### src/rtl/sum_operand_decoder.sv
// Receive-side decoder: recovers B = sum - A from a stream of registered-adder
// results, queues {B, ctrl} in a small FIFO and drains it over valid/ready.
module sum_operand_decoder #(
  parameter int N     = 4,
  parameter int DEPTH = 2,
  parameter int CW    = 8
) (
  input  logic          clk,
  input  logic          rst,
  input  logic          in_valid,
  output logic          in_ready,
  input  logic [N-1:0]  in_sum,
  input  logic [N-1:0]  in_valA,
  input  logic [N-1:0]  in_expB,
  input  logic          in_ctrl,
  output logic          out_valid,
  input  logic          out_ready,
  output logic [N-1:0]  out_valB,
  output logic [N-1:0]  out_valA,
  output logic          out_mismatch,
  output logic [CW-1:0] out_count
);

  localparam int AW = $clog2(DEPTH);
  localparam int OW = AW + 1;
  localparam logic [OW-1:0] FULL = OW'(DEPTH);

  logic [N:0]    entries [DEPTH];
  logic [AW-1:0] rd_ptr;
  logic [AW-1:0] wr_ptr;
  logic [OW-1:0] occ;
  logic [N-1:0]  diff;
  logic [N:0]    head;
  logic          push;
  logic          pop;

  // One subtractor feeds both the FIFO write data and the expected-B compare.
  assign diff      = in_sum - in_valA;

  assign in_ready  = (occ < FULL);
  assign out_valid = (occ != '0);
  assign push      = in_valid && in_ready;
  assign pop       = out_valid && out_ready;

  assign head      = entries[rd_ptr];
  assign out_valB  = head[N:1];

  always_ff @(posedge clk) begin
    if (rst && push) begin
      entries[wr_ptr] <= {diff, in_ctrl};
    end
  end

  always_ff @(posedge clk) begin
    if (!rst) begin
      rd_ptr       <= '0;
      wr_ptr       <= '0;
      occ          <= '0;
      out_valA     <= '0;
      out_mismatch <= 1'b0;
      out_count    <= '0;
    end else begin
      if (push) begin
        wr_ptr <= wr_ptr + AW'(1);
        if (diff != in_expB) begin
          out_mismatch <= 1'b1;
        end
      end
      if (pop) begin
        rd_ptr    <= rd_ptr + AW'(1);
        out_count <= out_count + CW'(1);
        if (head[0]) begin
          out_valA <= head[N:1];
        end
      end
      case ({push, pop})
        2'b10:   occ <= occ + OW'(1);
        2'b01:   occ <= occ - OW'(1);
        default: occ <= occ;
      endcase
    end
  end

endmodule

### config.mk
export PLATFORM = sky130hd
export DESIGN_NAME = sum_operand_decoder
export DESIGN_NICKNAME = d
export VERILOG_FILES = /design/src/rtl/sum_operand_decoder.sv
export SDC_FILE = /design/constraint.sdc
export NUM_CORES = 1
export LEC_CHECK = 0
export BUFFER_PORTS_ARGS = -buffer_cell sky130_fd_sc_hd__buf_2
export CAP_MARGIN = 20
export CORE_MARGIN = 1
export CORE_UTILIZATION = 54
export CTS_BUF_LIST = sky130_fd_sc_hd__clkbuf_8 sky130_fd_sc_hd__clkbuf_16
export CTS_CLUSTER_DIAMETER = 80
export DETAILED_ROUTE_END_ITERATION = 12
export PLACE_DENSITY_LB_ADDON = 0.3
export SLEW_MARGIN = 20
export SYNTH_ARGS = -nofsm -noshare
export SYNTH_HDL_FRONTEND = slang
export SYNTH_SLANG_ARGS = --single-unit
### constraint.sdc
create_clock -name clk -period 3.2 [get_ports clk]
set_clock_uncertainty 0.15 [all_clocks]
set_input_delay 0.16 -clock clk [delete_from_list [all_inputs] [get_ports clk]]
set_output_delay 0.16 -clock clk [all_outputs]
set_load 0.03 [all_outputs]
* Yosys cells after proc, flatten, opt, wreduce, memory -nomap -nowiden
Memories as Yosys holds them, arrays and structs flattened. A register that Yosys moved wholly into a read port is not among the register bits.
Index checks and enable logic that the tools add are counted.
** Operators by class
- Add/sub/neg operators :: 6
- Multiply operators :: 0
- Divide/modulo/power cells :: 0
- Order comparisons :: 1
- Eq/ne operators :: 3
- Shifts and indexed selects :: 0
- Mux-type cells :: 5
- Bitwise logic cells :: 0
- Reductions and logical operators :: 7
** Operators by type and width (count)
- $add 8x1->8 const B :: 1
- $mux 1 :: 4
- $ne 4x4->1 :: 1
- $pmux 2 s2 :: 1
- $reduce_and 2->1 :: 2
- $reduce_bool 2->1 :: 2
- $sub 4x4->4 :: 1
- $logic_and 1x1->1 :: 3
- $add 1x1->1 const B :: 2
- $add 2x1->2 const B :: 1
- $eq 2x1->1 const B :: 1
- $eq 2x2->1 const B :: 1
- $lt 2x2->1 const B :: 1
- $sub 2x1->2 const B :: 1
** Storage, ports and cells
- Flip-flop bits (word level) :: 17
- Bits in latches :: 0
- Bits in writable memories :: 10
- Bits in read-only memories :: 0
- Input port bits :: 17
- Output and inout bits :: 19
- Word-level logic and storage cells :: 29
- Memories :: 1
** Memories
- entries :: depth 2, bits a word 5, rd ports 1, clocked after Yosys merged registers in 1, write ports 1, RTL line 28 : logic [N:0] entries [DEPTH];

* Depth between registers and ports, before layout
- Depth in word-level cells :: 5
- Mapped depth :: 8
- Gate-level depth less buffers :: 8

* Least setup slack after synthesis
Ideal clock, no wire load.
- Kind :: reg-to-reg
- Start point :: register occ[1]
- End point :: register occ[1]
- Library setup time :: 76 ps
- Arrival time :: 1565 ps
- Required time :: 2974 ps
- Path slack :: 1409 ps
- Cell stages (with the launch flop) :: 7
- Path buffers :: 0
- Clock period less this slack :: 1791 ps
- Path through :: dfxtp_1 or2_4 nand2_4 inv_2 ha_1 or3_1 a21boi_0
** On the way
- Cells in the longest elaborated chain, start to end :: 4
- Elaborated cells between the ends (all ways) :: 10
- Those cells by class :: 2 x add/sub; 1 x order compare; 2 x eq/ne; 1 x mux; 4 x reduce/logical
** Ends and longest elaborated chain
- start, declared :: RTL line 31 : logic [OW-1:0] occ;
- start signal, assigned :: RTL line 77 : 2'b10: occ <= occ + OW'(1);
- start signal, assigned :: RTL line 78 : 2'b01: occ <= occ - OW'(1);
- $reduce_bool 2->1 * :: RTL line 41 : assign out_valid = (occ != '0);
- named net out_valid :: RTL line 16 : output logic out_valid,
- $logic_and 1x1->1 * :: RTL line 43 : assign pop = out_valid && out_ready;
- named net pop :: RTL line 35 : logic pop;
- $eq 2x1->1 or $eq 2x2->1 (tied branches) :: RTL line 76 : case ({push, pop})
- $pmux 2 s2 or $reduce_bool 2->1 (tied branches)
Mark *: on every way through the listed nets, which the timed path passes. The rest lies on a longest branch.
A chain may end at the register's enable or synchronous reset.

* Worst setup path in the final report
- Start point :: register occ[1]
- End point :: register occ[1]
** On the way
- Cells in the longest elaborated chain, start to end :: 4
- Elaborated cells between the ends (all ways) :: 10
- Those cells by class :: 2 x add/sub; 1 x order compare; 2 x eq/ne; 1 x mux; 4 x reduce/logical
** Ends and longest elaborated chain (RTL line)
- $reduce_bool 2->1 * :: 41
- $logic_and 1x1->1 * :: 43
- named net pop :: 35
- $eq 2x1->1 or $eq 2x2->1 (tied branches) :: 76
- $pmux 2 s2 or $reduce_bool 2->1 (tied branches)
Marked as above.

==> out/qor.csv <==
stage,metric,value,unit
status,outcome,"complete, no violations",
timing,"Min Clock Period, post-route",1.87,ns
placed_design,GPL Wtd Cong,0.754,
job,max cap viols,0,
timing,crit share post-route,58.4,%
die,Initial Util,58.0,%
timing,Hold Fails Final Rpt,0,
routing,drt drc,0,
placed_design,Post-DP HPWL,1790,um
yosys,sequential area share after synthesis,50.5,%
cts,Clock Root Buffer,clkbuf_8,
yosys,Post-Syn Area,1310,um2
global_routing,initial antenna violation count,0,
worst_setup_path,largest fanout on the critical path,7,
power_and_ir_drop,Static Leak,0.764,nW
cts,CTS max path bufs,2,
power_and_ir_drop,Cell Pwr Density,723,nW/um2
die,CORE AREA,2250,um2
min_path,Hold Crit Class,primary input to flop,
cts,clock latency at the later pin of the worst-skew pair,0.27,ns
worst_setup_path,Critical Path Source Type,flop,
routing,Vias per Instance,5.21,
placed_design,# port buffers,35,
routing,total number of vias,953,
timing,Worst Max-Slew Pin Slew,0.437,ns
power_and_ir_drop,Comb pwr share,36.0,%
yosys,"Top FF cell, synth",dfxtp_1,
yosys,Unique masters post-synth,31,
routing,DRT Pass-1 Iters,2,
cells_and_area,Nets,179,
global_routing,Overflow after GRT,0,
timing,"Slew Viols, Final",0,
die,Cell Rows,17,
timing,Fmax,535,MHz
cells_and_area,area grow syn2layout,21.3,%
cts,Post CTS Setup Buffer Count,0,
timing,setup TNS,0,ns
routing,Routed WL per cell,12.9,um
yosys,Synth async-reset ratio,0,%
yosys,Synth top area share,27.6,%
timing,final setup violation count,0,
global_routing,first-pass GRT wire length,4120,um
timing,Slew HR,70.8,%
yosys,synthesized area per cell,11.2,um2
yosys,cells after synthesis,117,
global_routing,vias in the first global route,930,
cells_and_area,layout cells sized above 1,30.3,%
worst_setup_path,critical path data required time,3.26,ns
worst_setup_path,crit path DAT,1.93,ns
yosys,"area leader, netlist",dfxtp_1,
routing,drt first-iter violations,7,
routing,remaining antenna violation count after routing,0,
cts,CTS tree,built,
cells_and_area,Fillers,182,
routing,Total Routed Length,2370,um
cts,Worst-path clk slew,0.10,ns
global_routing,gr usage total,21.0,%
cts,# clock sinks,28,
power_and_ir_drop,clock share of power,21.4,%
cts,total clock buffers created by CTS,3,
power_and_ir_drop,Seq pwr share,42.6,%
worst_setup_path,crit path capture type,flop,
yosys,synthesis warning total,0,
yosys,"Net Count, Synth",140,
yosys,largest cells by area after synthesis,"dfxtp_1 28%, edfxtp_1 23%, xnor2_1 6.0%, and2_1 5.3%, ha_1 4.8%",
cells_and_area,Util after Layout,70.4,%
global_routing,largest net degree at the start of global routing,22,
power_and_ir_drop,maximum VDD drop,0.479,mV
die,io pins,36,
cts,H-tree depth,1,
power_and_ir_drop,internal power consumption,0.000736,W
die,Die X,51.2,um
yosys,Post-synth EDFFs,10,
worst_setup_path,WS Path Type,flop to flop,
die,die height,51.2,um
power_and_ir_drop,Switching Fraction,35.8,%
cells_and_area,Antenna Cells,0,
timing,RSZ-0062 raised after global routing,false,
die,die area,2620,um2
yosys,#FFs+latches synth,28,
power_and_ir_drop,switching power,0.000411,W
==> cell usage in the layout, fill, tap and decap left out, drive strengths merged, types with 4 or more instances in the layout <==
| master | netlist | final |
|---|---|---|
| o211a | 4 | 4 |
| buf | 0 | 35 |
| nand4 | 4 | 4 |
| edfxtp | 10 | 10 |
| nand2 | 8 | 8 |
| inv | 9 | 9 |
| xnor2 | 9 | 9 |
| or3 | 5 | 5 |
| clkbuf | 2 | 4 |
| and2 | 11 | 11 |
| mux2 | 4 | 4 |
| dfxtp | 18 | 18 |
| xor2 | 6 | 6 |
| ha | 5 | 5 |
==> cell families (layout without fill, tap and decap cells) <==
| group | count (synthesis) | count (layout) | synth area share, % |
|---|---|---|---|
| XOR/XNOR | 15 | 15 | 10.0 |
| buffers and inverters | 11 | 49 | 3.16 |
| flip-flops | 28 | 28 | 50.5 |
| AND/OR/NAND/NOR | 39 | 39 | 17.3 |
| AO/OA/AOI/OAI | 13 | 13 | 8.42 |
| adder cells (fa/ha/maj) | 6 | 6 | 6.32 |
| multiplexers | 5 | 5 | 4.21 |
==> per-layer routing <==
metal  global-route usage, %  share of wire (%)  vias up
li1                        -                  -      485
met1                    27.7                 46      438
met2                    35.5                 49       26
met3                    2.68                3.7        4
met4                    6.94               0.89        0
met5                       0                  0        -
==> power by group through the flow <==
stage | sequential, W | clock (W) | combinational, W
after floorplan | 0.000527 | 0 | 0.000272
after global placement | 0.000492 | 0 | 0.000398
after detailed placement | 0.000496 | 0 | 0.000409
after CTS | 0.000490 | 0.000248 | 0.000415
after global routing | 0.000500 | 0.000262 | 0.000451
final | 0.000489 | 0.000246 | 0.000413
==> critical path, cell delays in order, from the launching register on <==
cell	delay, ns
dfxtp_1	0.37
or2_4	0.28
nand2_4	0.10
inv_2	0.08
ha_1	0.31
or3_1	0.35
a21boi_0	0.16
==> sequential cells by signal, summed over array words and instances, names as in the netlist, named ones only <==
register      cells
wr_ptr            1
occ               2
rd_ptr            1
entries          10
out_count         8
out_mismatch      1
out_valA          4
==> final timing paths <==
check | endpoint | slack, ns | cells after the start | start
worst min-delay path | out_mismatch | 0.03 | 3 | in_expB[3]
worst max-delay path | occ[1] | 1.33 | 6 | occ[1]
worst max register to register | occ[1] | 1.33 | 6 | occ[1]
worst min register to register | out_valA[3] | 0.36 | 1 | out_valA[3]
==> repair_timing <==
item	CTS	global route
resized for setup	0	0
hold buffers	1	0
hold endpoints to repair	2	0
==> cell usage after synthesis, types with 2 or more instances <==
cell and n:
dfxtp_1 18, and2_1 11, edfxtp_1 10, xnor2_1 9
inv_1 8, nand2_1 7, xor2_1 6, ha_1 5
or3_1 5, mux2_2 4, nand4_1 4, o211a_1 4
and3_1 3, nor2_1 3, a21boi_0 2, a21oi_1 2
clkbuf_1 2
==> per-stage QoR <==
step	setup WS (ns)	total power, W	area (um2)	instances	hold slack, ns
3_5_place_dp	1.32	0.000905	1510	178	0.212
6_report	1.33	0.00115	1590	183	0.0349
4_1_cts	1.33	0.00115	1590	183	0.0349
5_1_grt	1.18	0.00121	1590	183	0.0432
3_3_place_gp	1.39	0.000890	1510	178	0.197
2_1_floorplan	1.41	0.000799	1310	117	0.109
==> layout make-up <==
type	count	area, um2	share of cell area (%)
Multi-Input combinational cell	78	606	38.2
Inverter	9	33.8	2.13
Tap cell	28	35.0	2.21
Timing Repair Buffer	36	185	11.7
Clock buffer	4	66.3	4.18
Sequential cell	28	661	41.6
Note: power is estimated with default switching activity, not from simulation.
